### config.mk
export PLATFORM = sky130hd
export DESIGN_NAME = triple_product_sum
export DESIGN_NICKNAME = d
export VERILOG_FILES = /design/src/rtl/triple_sum_pkg.sv /design/src/rtl/triple_product_sum_mult_reg.sv /design/src/rtl/triple_product_sum.sv
export SDC_FILE = /design/constraint.sdc
export NUM_CORES = 1
export LEC_CHECK = 0
export BUFFER_PORTS_ARGS = -buffer_cell sky130_fd_sc_hd__buf_2
export CORE_ASPECT_RATIO = 1.75
export CORE_MARGIN = 2
export CORE_UTILIZATION = 31
export CTS_BUF_LIST = sky130_fd_sc_hd__clkbuf_8
export CTS_CLUSTER_SIZE = 20
export DETAILED_ROUTE_END_ITERATION = 10
export SLEW_MARGIN = 20
export SYNTH_ARGS = -nofsm -noshare
export SYNTH_HDL_FRONTEND = slang
export SYNTH_SLANG_ARGS = --single-unit
### constraint.sdc
create_clock -name clk -period 8.2 [get_ports clk]
set_clock_uncertainty 0.15 [all_clocks]
set_input_delay 0.82 -clock clk [delete_from_list [all_inputs] [get_ports clk]]
set_output_delay 0.82 -clock clk [all_outputs]
set_load 0.02 [all_outputs]
### src/rtl/triple_sum_pkg.sv
// Shared widths and types for the triple_product_sum datapath.
// The result width leaves two headroom bits, so the three-term sum can never overflow.
package triple_sum_pkg;
    localparam int IN_W   = 8;
    localparam int PROD_W = 2 * IN_W;
    localparam int OUT_W  = 2 * IN_W + 2;

    typedef logic [IN_W-1:0]   operand_t;
    typedef logic [PROD_W-1:0] prod_t;
    typedef logic [OUT_W-1:0]  result_t;
endpackage

### src/rtl/triple_product_sum_mult_reg.sv
// Unsigned IN_W x IN_W multiplier with a registered product.
// The product register loads only when i_en is high and otherwise keeps its value.
module mult_reg
    import triple_sum_pkg::*;
(
    input  logic              clk,
    input  logic              rst,
    input  logic              i_en,
    input  logic [IN_W-1:0]   i_a,
    input  logic [IN_W-1:0]   i_b,
    output logic [PROD_W-1:0] o_p
);
    logic [PROD_W-1:0] w_p;
    logic [PROD_W-1:0] r_p;

    assign w_p = PROD_W'(i_a) * PROD_W'(i_b);

    // NOTE: state is written with <= inside a clocked block; the asynchronous reset
    // is in the sensitivity list, so clearing does not wait for a clock edge.
    always_ff @(posedge clk or posedge rst) begin
        if (rst)       r_p <= '0;
        else if (i_en) r_p <= w_p;
    end

    assign o_p = r_p;
endmodule

### src/rtl/triple_product_sum.sv
// Two-stage pipeline that computes out = A*B + C*D + E*F on unsigned operands; latency 2, one result per cycle.
// Defining TRIPLE_SUM_ZERO_FLAG_EN adds a registered out_zero output.
module triple_product_sum
    import triple_sum_pkg::*;
(
    input  logic             clk,
    input  logic             rst,
    input  logic             in_valid,
    input  logic [IN_W-1:0]  A,
    input  logic [IN_W-1:0]  B,
    input  logic [IN_W-1:0]  C,
    input  logic [IN_W-1:0]  D,
    input  logic [IN_W-1:0]  E,
    input  logic [IN_W-1:0]  F,
    output logic             out_valid,
    output logic [OUT_W-1:0] out
`ifdef TRIPLE_SUM_ZERO_FLAG_EN
    ,
    output logic             out_zero
`endif
);
    logic [PROD_W-1:0] w_p0;
    logic [PROD_W-1:0] w_p1;
    logic [PROD_W-1:0] w_p2;
    logic [OUT_W-1:0]  w_sum;

    logic              r_valid_s1;
    logic              r_out_valid;
    logic [OUT_W-1:0]  r_out;

    // Stage 1: the product registers hold their value while in_valid is low.
    mult_reg u_mult_ab (.clk(clk), .rst(rst), .i_en(in_valid), .i_a(A), .i_b(B), .o_p(w_p0));
    mult_reg u_mult_cd (.clk(clk), .rst(rst), .i_en(in_valid), .i_a(C), .i_b(D), .o_p(w_p1));
    mult_reg u_mult_ef (.clk(clk), .rst(rst), .i_en(in_valid), .i_a(E), .i_b(F), .o_p(w_p2));

    always_ff @(posedge clk or posedge rst) begin
        if (rst) r_valid_s1 <= 1'b0;
        else     r_valid_s1 <= in_valid;
    end

    assign w_sum = result_t'(w_p0) + result_t'(w_p1) + result_t'(w_p2);

    // Stage 2: out only moves on a valid result, so it holds through idle cycles.
    always_ff @(posedge clk or posedge rst) begin
        if (rst) begin
            r_out_valid <= 1'b0;
            r_out       <= '0;
        end else begin
            r_out_valid <= r_valid_s1;
            if (r_valid_s1) r_out <= w_sum;
        end
    end

    assign out_valid = r_out_valid;
    assign out       = r_out;

`ifdef TRIPLE_SUM_ZERO_FLAG_EN
    logic r_out_zero;

    always_ff @(posedge clk or posedge rst) begin
        if (rst) r_out_zero <= 1'b0;
        else     r_out_zero <= r_valid_s1 && (w_sum == '0);
    end

    assign out_zero = r_out_zero;
`endif
endmodule

# Yosys cells after proc, flatten, opt, wreduce, memory -nomap -nowiden
# Index checks and enable logic that the tools add are counted.
[totals] ram_bits=0 n_memories=0 mem_bits_ro=0 inputBits=51 word_cells=11 register_bits=68 latchBits=0
[op_classes] mul=3 shifts=0 n_eq_ne=0 n_addsub=2 order_cmp=0 bitwise_logic=0 div_mod_pow=0 n_mux=0 n_reduce_logical=0
[ops] op="multiplier 8 x 8 -> 16 bit" count=3
[ops] op="adder 17 x 16 -> 18 bit" count=1
[ops] op="adder 16 x 16 -> 17 bit" count=1

# Logic depth before layout (Yosys ltp)
# Gate-level depths: netlist (run 1).
[depth] ltp_word=2 mapped_depth=16 ltp_nobuf=16

# Hierarchy
# A second synthesis (run 1) with hierarchy kept.
[unflattened] cells_unflattened=1024 hier_area_um2=9937.0
[modules_own_cells] mod="mult_reg (u_mult_cd)" area_per_inst_um2=2687.6 cells_each=279 instances=1 seq_area_each_um2=400.4
[modules_own_cells] mod="mult_reg (u_mult_ab)" area_per_inst_um2=2672.6 cells_each=279 instances=1 seq_area_each_um2=400.4
[modules_own_cells] mod="mult_reg (u_mult_ef)" area_per_inst_um2=2668.8 cells_each=279 instances=1 seq_area_each_um2=400.4
[modules_own_cells] mod="triple_product_sum" area_per_inst_um2=1908.1 cells_each=187 instances=1 seq_area_each_um2=500.5

# Least setup slack after synthesis (run 1)
# No wires, ideal clock.
[synth_path] path_kind="input to register" from="input port C[4]" to="register u_mult_cd.r_p[13] (netlist: u_mult_cd.o_p[13])" slack_ps=3428 setup_ps=120 required_time_ps=7930 n_path_buf=0 cell_stages=14 t_arrival_ps=4502 cell_sequence="and2_1 > fa_1 > fa_1 > fa_1 > inv_1 > fa_1 > inv_1 > ha_1 > o21a_1 > o21a_1 > o21ai_0 > a31oi_1 > or3_1 > a31o_2"
[synth_via] elab_chain_cells=1
[synth_lines] item="start, declared" line="triple_product_sum.sv:11" text="input logic [IN_W-1:0] C,"
[synth_lines] item="multiplier 8 x 8 -> 16 bit" line="triple_product_sum_mult_reg.sv:16" text="assign w_p = PROD_W'(i_a) * PROD_W'(i_b);"
[synth_lines] item="end signal, assigned" line="triple_product_sum_mult_reg.sv:22" text="else if (i_en) r_p <= w_p;"
[synth_lines] item="end, declared" line="triple_product_sum_mult_reg.sv:14" text="logic [PROD_W-1:0] r_p;"
# No other way between the ends.
# A chain may end at the register's enable or synchronous reset.

# Worst setup path after layout (run 1)
[layout_path] from="input port C[0]" to="register u_mult_cd.r_p[13] (netlist: u_mult_cd.o_p[13])"
# Same word-level chain as after synthesis.

==> results of run 1 <==
==> power groups by stage <==
stage | sequential, W | clock [W] | combinational [W]
final | 0.000616 | 0.000306 | 0.00278
after global routing | 0.000637 | 0.000329 | 0.00312
after CTS | 0.000621 | 0.000314 | 0.00280
after detailed placement | 0.000627 | 0 | 0.00279
after global placement | 0.000623 | 0 | 0.00274
after floorplan | 0.000628 | 0 | 0.00209
==> layout make-up <==
type                       count  area, µm²
tap                          396        495
sequential                    68       1700
clock inverter                 7       98.8
clock buffer                   9        124
timing repair buffer          72        368
inverter                     167        627
multi-input combinational    775       7460
fill                        3231      20500
==> state kept, by name, summed over array words and instances (netlist names) <==
| signal | cells |
|---|---|
| out | 18 |
| u_mult_ab.o_p | 16 |
| u_mult_cd.o_p | 16 |
| r_valid_s1 | 1 |
| u_mult_ef.o_p | 16 |
| out_valid | 1 |
==> path summary, 6_finish.rpt <==
check	startpoint	endpoint	slack [ns]	cells after the start
min	out[6]	out[6]	0.36	1
max	C[0]	u_mult_cd.o_p[13]	3.35	16
max reg2reg	u_mult_ab.o_p[1]	out[13]	4.85	10
max in group asynchronous	rst	u_mult_ef.o_p[11]	6.76	3
min reg2reg	out[6]	out[6]	0.36	1
min in group asynchronous	rst	out[1]	0.56	3
==> cell families (layout without fill, tap and decap cells) <==
logic type               Yosys count  count (layout)  share of synthesized area, %
multiplexers                      35              35                          4.01
adder cells (fa/ha/maj)          248             248                          41.0
flip-flops                        68              68                          17.3
XOR/XNOR                          30              30                          2.67
buffers and inverters            181             255                          7.06
AND/OR/NAND/NOR                  308             308                          17.1
AO/OA/AOI/OAI                    154             154                          10.9
==> cell usage after synthesis (3+ instances only) <==
cell type and number:
nand2b_1 5, or3_1 4, or2_2 3, o21a_1 12
dfrtp_1 68, mux2_2 32, nor3_1 9, nor2_1 34
a31oi_1 8, a211oi_1 6, o221a_2 3, clkbuf_1 11
o211ai_1 4, nand3_1 13, o21bai_1 5, inv_1 167
xor2_1 7, a21oi_1 34, fa_1 125, nand4_1 7
o21ai_1 3, nor2b_1 7, nand2_1 60, and2_1 154
a21o_1 16, o221ai_1 5, xnor2_1 23, o21ai_0 27
ha_1 123, o31ai_1 5
==> per-layer routing <==
metal / GRT usage, % / part of all wire, % / vias up
met4: 3.86 / 2.1 / 2
li1: - / - / 3502
met1: 14.7 / 38 / 3605
met5: 0 / 0.072 / -
met2: 28.1 / 58 / 105
met3: 1.35 / 2.0 / 30
==> placed cells by master, fill, tap and decap left out, drive strengths merged, types with 12 or more instances in the layout <==
cell type	count
inv	169
and2	154
fa	125
ha	123
buf	72
dfrtp	68
nand2	60
a21oi	35
nor2	34
mux2	33
o21ai	32
xnor2	23
a21o	16
nand3	13
o21a	12
==> stage by stage <==
step                hold slack [ns]  power, W  cells  setup WS [ns]
finish                        0.358   0.00370   1494           3.35
global route                  0.380   0.00408   1494           3.20
CTS                           0.365   0.00374   1494           3.37
detailed placement            0.348   0.00341   1478           3.03
global placement              0.338   0.00336   1478           3.02
floorplan                     0.309   0.00272   1024           3.43
==> worst reg2reg max path, cell delays in order (launching register included) <==
cell and delay [ns]:
dfrtp_1 0.45, fa_1 0.56, ha_1 0.18, inv_1 0.07, fa_1 0.45, nor2b_1 0.14, o21ai_1 0.11, a21boi_0 0.36
o41a_1 0.33, o221ai_1 0.14, a221o_1 0.27
==> results.cfg, run 1 <==
[outcome]
outcome = finished clean

[worst_setup_path]
critPathLaunchType = primary input
path_delay_family = adder cells
crit_path_end_kind = flip-flop
cp_common_cell = fa_1
max_stage_delay_ns = 0.58
critPathArrivalTime_ns = 4.95
required_ns = 8.29
cp_slowest_cell = fa_1
worstPathCellList = buf_2 > nand2_1 > fa_1 > fa_1 > inv_1 > fa_1 > inv_1 > fa_1 > inv_1 > ha_1 > o21a_1 > o31a_1 > o21ai_2 > a31oi_1 > or3_1 > a31o_2
cp_max_fo = 8
cp_num_buf_inv = 4
critPathKind = primary input to flip-flop

[clock_tree]
cts_tree = yes
cts-buffers-inserted = 9
hold_buffers = 0
path_clk_slew_ns = 0.07
htreeDepth = 3
cts_setup_buffers = 0
clock_sinks = 68
cts_buffer_depth = 2
clk_latency_ns = 0.36
cts_resized = 0
cts_root_buf = clkbuf_8

[place]
placement.io_buffers = 69
place_area_um2 = 10700
hpwl_mm = 18.8
gp_congestion = 0.869

[timing]
setup_viol = 0
final_hold_viol_count = 0
rsz0062_at_grt = no
fin_crit_ns = 4.85
tns_ns = 0
period_share_pct = 59.2
worst_pin_slew_ns = 0.886
drv_slew = 0
slew_headroom_pct = 40.9
clock.fmax_mhz = 206

[worst_hold_path]
min_path_type = flip-flop to flip-flop

[yosys]
async_flop_share_pct = 100
synth_ff_type = dfrtp_1
yosysTopAreaCellShare_pct = 25.4
synth_edf_count = 0
syn_inst = 1024
avgSynthCellArea_um2 = 9.62
synth_seq_cells = 68
synth_warnings = 0
synth_top_cells_by_area = fa_1 (25%), dfrtp_1 (17%), ha_1 (16%), and2_1 (9.8%), inv_1 (6.4%)
synth_cell_types = 65
syn_area_um2 = 9860
seq_area_frac_synth_pct = 17.3
synth_nets = 1323
synth_largest_area_cell = fa_1

[floorplanning]
fp.coreArea_um2 = 31400
die_h_um = 240
initial_core_util_pct = 31.4
rows = 86
die_w_um = 139
ios = 70
dieArea_um2 = 33300

[global_routing]
grt_pass1_wl_mm = 37.3
grt_max_degree = 69
antenna_found_initial = 1
grt_use_total_pct = 13.7
grt_pass1_vias = 7670
grt.overflow.total = 0

[detailed_routing]
drc_errors = 0
wl_per_cell_um = 14.8
ant_nets = 0
wl_mm = 22.1
drt_iter0_drc = 220
drt_pre_antenna_iters = 5
vias_per_cell = 4.85
vias = 7244

[layout]
fin_util_pct = 34.6
final_nets = 1392
diodes = 0
area_growth_pct = 10.3
drive_above_1_share_pct = 12.6
stdcell_area_um2 = 10900

[pwr]
switching_share_pct = 49.0
p_int_w = 0.00189
ir_drop_v = 0.000196
combPwrFrac_pct = 75.1
p_seq_share_pct = 16.6
power_density_nw_per_um2 = 341
p_sw_w = 0.00182
clkPwrFrac_pct = 8.3
p_leak_nw = 5.37

[flow_run]
maxCapViolations = 0
Power figures use the tool's default switching activity.
==> inputs of run 2 (changes only) <==
==> constraint.sdc (replaced) <==
create_clock -name clk -period 4.1 [get_ports clk]
set_clock_uncertainty 0.15 [all_clocks]
set_input_delay 0.41 -clock clk [delete_from_list [all_inputs] [get_ports clk]]
set_output_delay 0.41 -clock clk [all_outputs]
set_load 0.02 [all_outputs]
==> run 2 against run 1 <==
  * Sequential power rose by 100%
  * Wire length up 5.7%
  * Cell count increased by 7.8%
  * Register-to-register slack got worse by 4.1 ns
  * Sequential share of layout area fell by 1.7 points
  * Critical path depth decreased by 1
  * Via count rose by 5.5%
==> results.cfg, run 2 (same netlist as run 1, synthesis figures left out) <==
[worst_setup_path]
r2r_start = u_mult_ef.o_p[1]
critPathLaunchType = primary input
cp_num_buf_inv = 3
worstReg2RegEnd = out[13]
critPathLaunch = C[4]
crit_path_end_kind = flip-flop
cp_max_fo = 7
r2r_slack_ns = 0.74
critPathKind = primary input to flip-flop
cp_common_cell = fa_1
critPathArrivalTime_ns = 4.12
cp_slowest_cell = fa_1
max_stage_delay_ns = 0.57
reg2reg_depth = 10
path_delay_family = adder cells
worstPathCellList = buf_4 > and2_1 > fa_1 > fa_1 > fa_1 > inv_1 > fa_1 > inv_2 > ha_4 > o21a_1 > o21a_1 > o21ai_1 > a31oi_1 > or3_1 > a31o_2
required_ns = 4.20

[timing]
rsz0062_at_grt = yes
clock.fmax_mhz = 249
fin_crit_ns = 4.02
slew_headroom_pct = 41.4
fin_ws_ns = 0.0801
final_hold_viol_count = 0
setup_viol = 0
tns_ns = 0
worst_pin_slew_ns = 0.878
drv_slew = 0
period_share_pct = 98.0

[clock_tree]
clk_latency_ns = 0.35
htreeDepth = 3
hold_buffers = 0
cts-buffers-inserted = 9
path_clk_slew_ns = 0.08
cts_buffer_depth = 2
cts_tree = yes
cts_root_buf = clkbuf_8
clock_sinks = 68

[layout]
stdcell_count = 1611
largest_reg_flops = 18
diodes = 0
multiInputGateArea_um2 = 7820
stdcell_area_um2 = 12200
area_growth_pct = 24.0
regArea_um2 = 1700
drive_above_1_share_pct = 27.1
final_nets = 1509
fillCellCount = 3136
layout_common_cells = inv_1 (158), and2_1 (137), buf_4 (133)
final_common_cell = inv_1

[floorplanning]
rows = 86
dieArea_um2 = 33300
die_h_um = 240
ios = 70
fp.coreArea_um2 = 31400
initial_core_util_pct = 31.4
die_w_um = 139

[global_routing]
grt_pass1_vias = 8203
grt.overflow.total = 0
grt_max_degree = 55
grt_pass1_wl_mm = 39.3
grt_use_total_pct = 14.4
antenna_found_initial = 0

[detailed_routing]
wl_per_cell_um = 14.5
drt_iter0_drc = 197
wl_mm = 23.4
ant_nets = 0
drt_pre_antenna_iters = 4
vias_per_cell = 4.74
drc_errors = 0
vias = 7639

[outcome]
outcome = finished clean

[place]
dp_slack_ns = -0.415
place_area_um2 = 11700
placement.io_buffers = 69
gp_congestion = 0.836
dp_cells = 1594
hpwl_mm = 20.8

[worst_hold_path]
min_path_type = primary input to async pin

[pwr]
ir_drop_v = 0.000322
power_density_nw_per_um2 = 678
p_total_w = 0.00828
p_leak_nw = 6.00

[flow_run]
maxCapViolations = 0
run 2: cell count changes in the layout (fill, tap and decap cells not counted), sizes merged:
cell / delta
buf: +116
clkinvlp: +2
inv: -2
clkinv: -1
clkbuf: +2
run 2: area by class of cell:
type	count	share of cell area [%]
well taps	396	4.05
multi-input cells	775	64.0
inverters	167	5.13
flip-flops and latches	68	13.9
clock inverters	6	0.717
clock buffers	10	1.13
repair buffers	189	11.1
run 2: through the flow:
step | hold WS [ns] | util, %
6_report | 0.0939 | 38.9
5_1_grt | 0.167 | 38.9
4_1_cts | 0.117 | 37.9
3_5_place_dp | 0.319 | 37.1
3_3_place_gp | 0.313 | 37.1
2_1_floorplan | 0.291 | -
run 2: where the power goes:
part           internal (W)  switching (W)  leakage, nW  total (W)
sequential         0.000978       0.000283        0.811    0.00126
combinational       0.00311        0.00329         5.08    0.00640
clock              0.000357       0.000259        0.105   0.000617
run 2: worst register-to-register path: cells and delay by family, from the launching register on:
family | cells | cell delay (ns)
compound gates | 5 | 1.26
fa+ha+maj | 3 | 1.16
flops | 1 | 0.47
simple gates | 1 | 0.13
buf+inv | 1 | 0.07
run 2: worst max-delay path by stage:
stage / to / slack [ns] / cells after the start
floorplan: u_mult_cd.o_p[13] / -0.11 / 15
global placement: u_mult_cd.o_p[13] / -0.41 / 16
detailed placement: u_mult_cd.o_p[11] / -0.42 / 17
CTS: u_mult_cd.o_p[14] / 0.001 / 15
global route: u_mult_ab.o_p[15] / -0.04 / 14
finish: u_mult_cd.o_p[13] / 0.08 / 15
run 2: timing repair:
| action | 4_1_cts | 5_1_grt |
|---|---|---|
| pin swaps | 3 | 39 |
| setup buffers | 0 | 1 |
| gates resized for setup | 6 | 112 |
| setup endpoints to repair | 5 | 18 |
run 2: per-layer routing:
layer / vias to the layer above / part of all wire, % / GRT usage (%) / routed length [µm]
met3: 33 / 2.1 / 1.37 / 480
met4: 0 / 3.4 / 5.72 / 786
li1: 3743 / - / - / -
met5: - / 0 / 0 / 0
met1: 3758 / 36 / 14.3 / 8480
met2: 105 / 58 / 30.0 / 13600
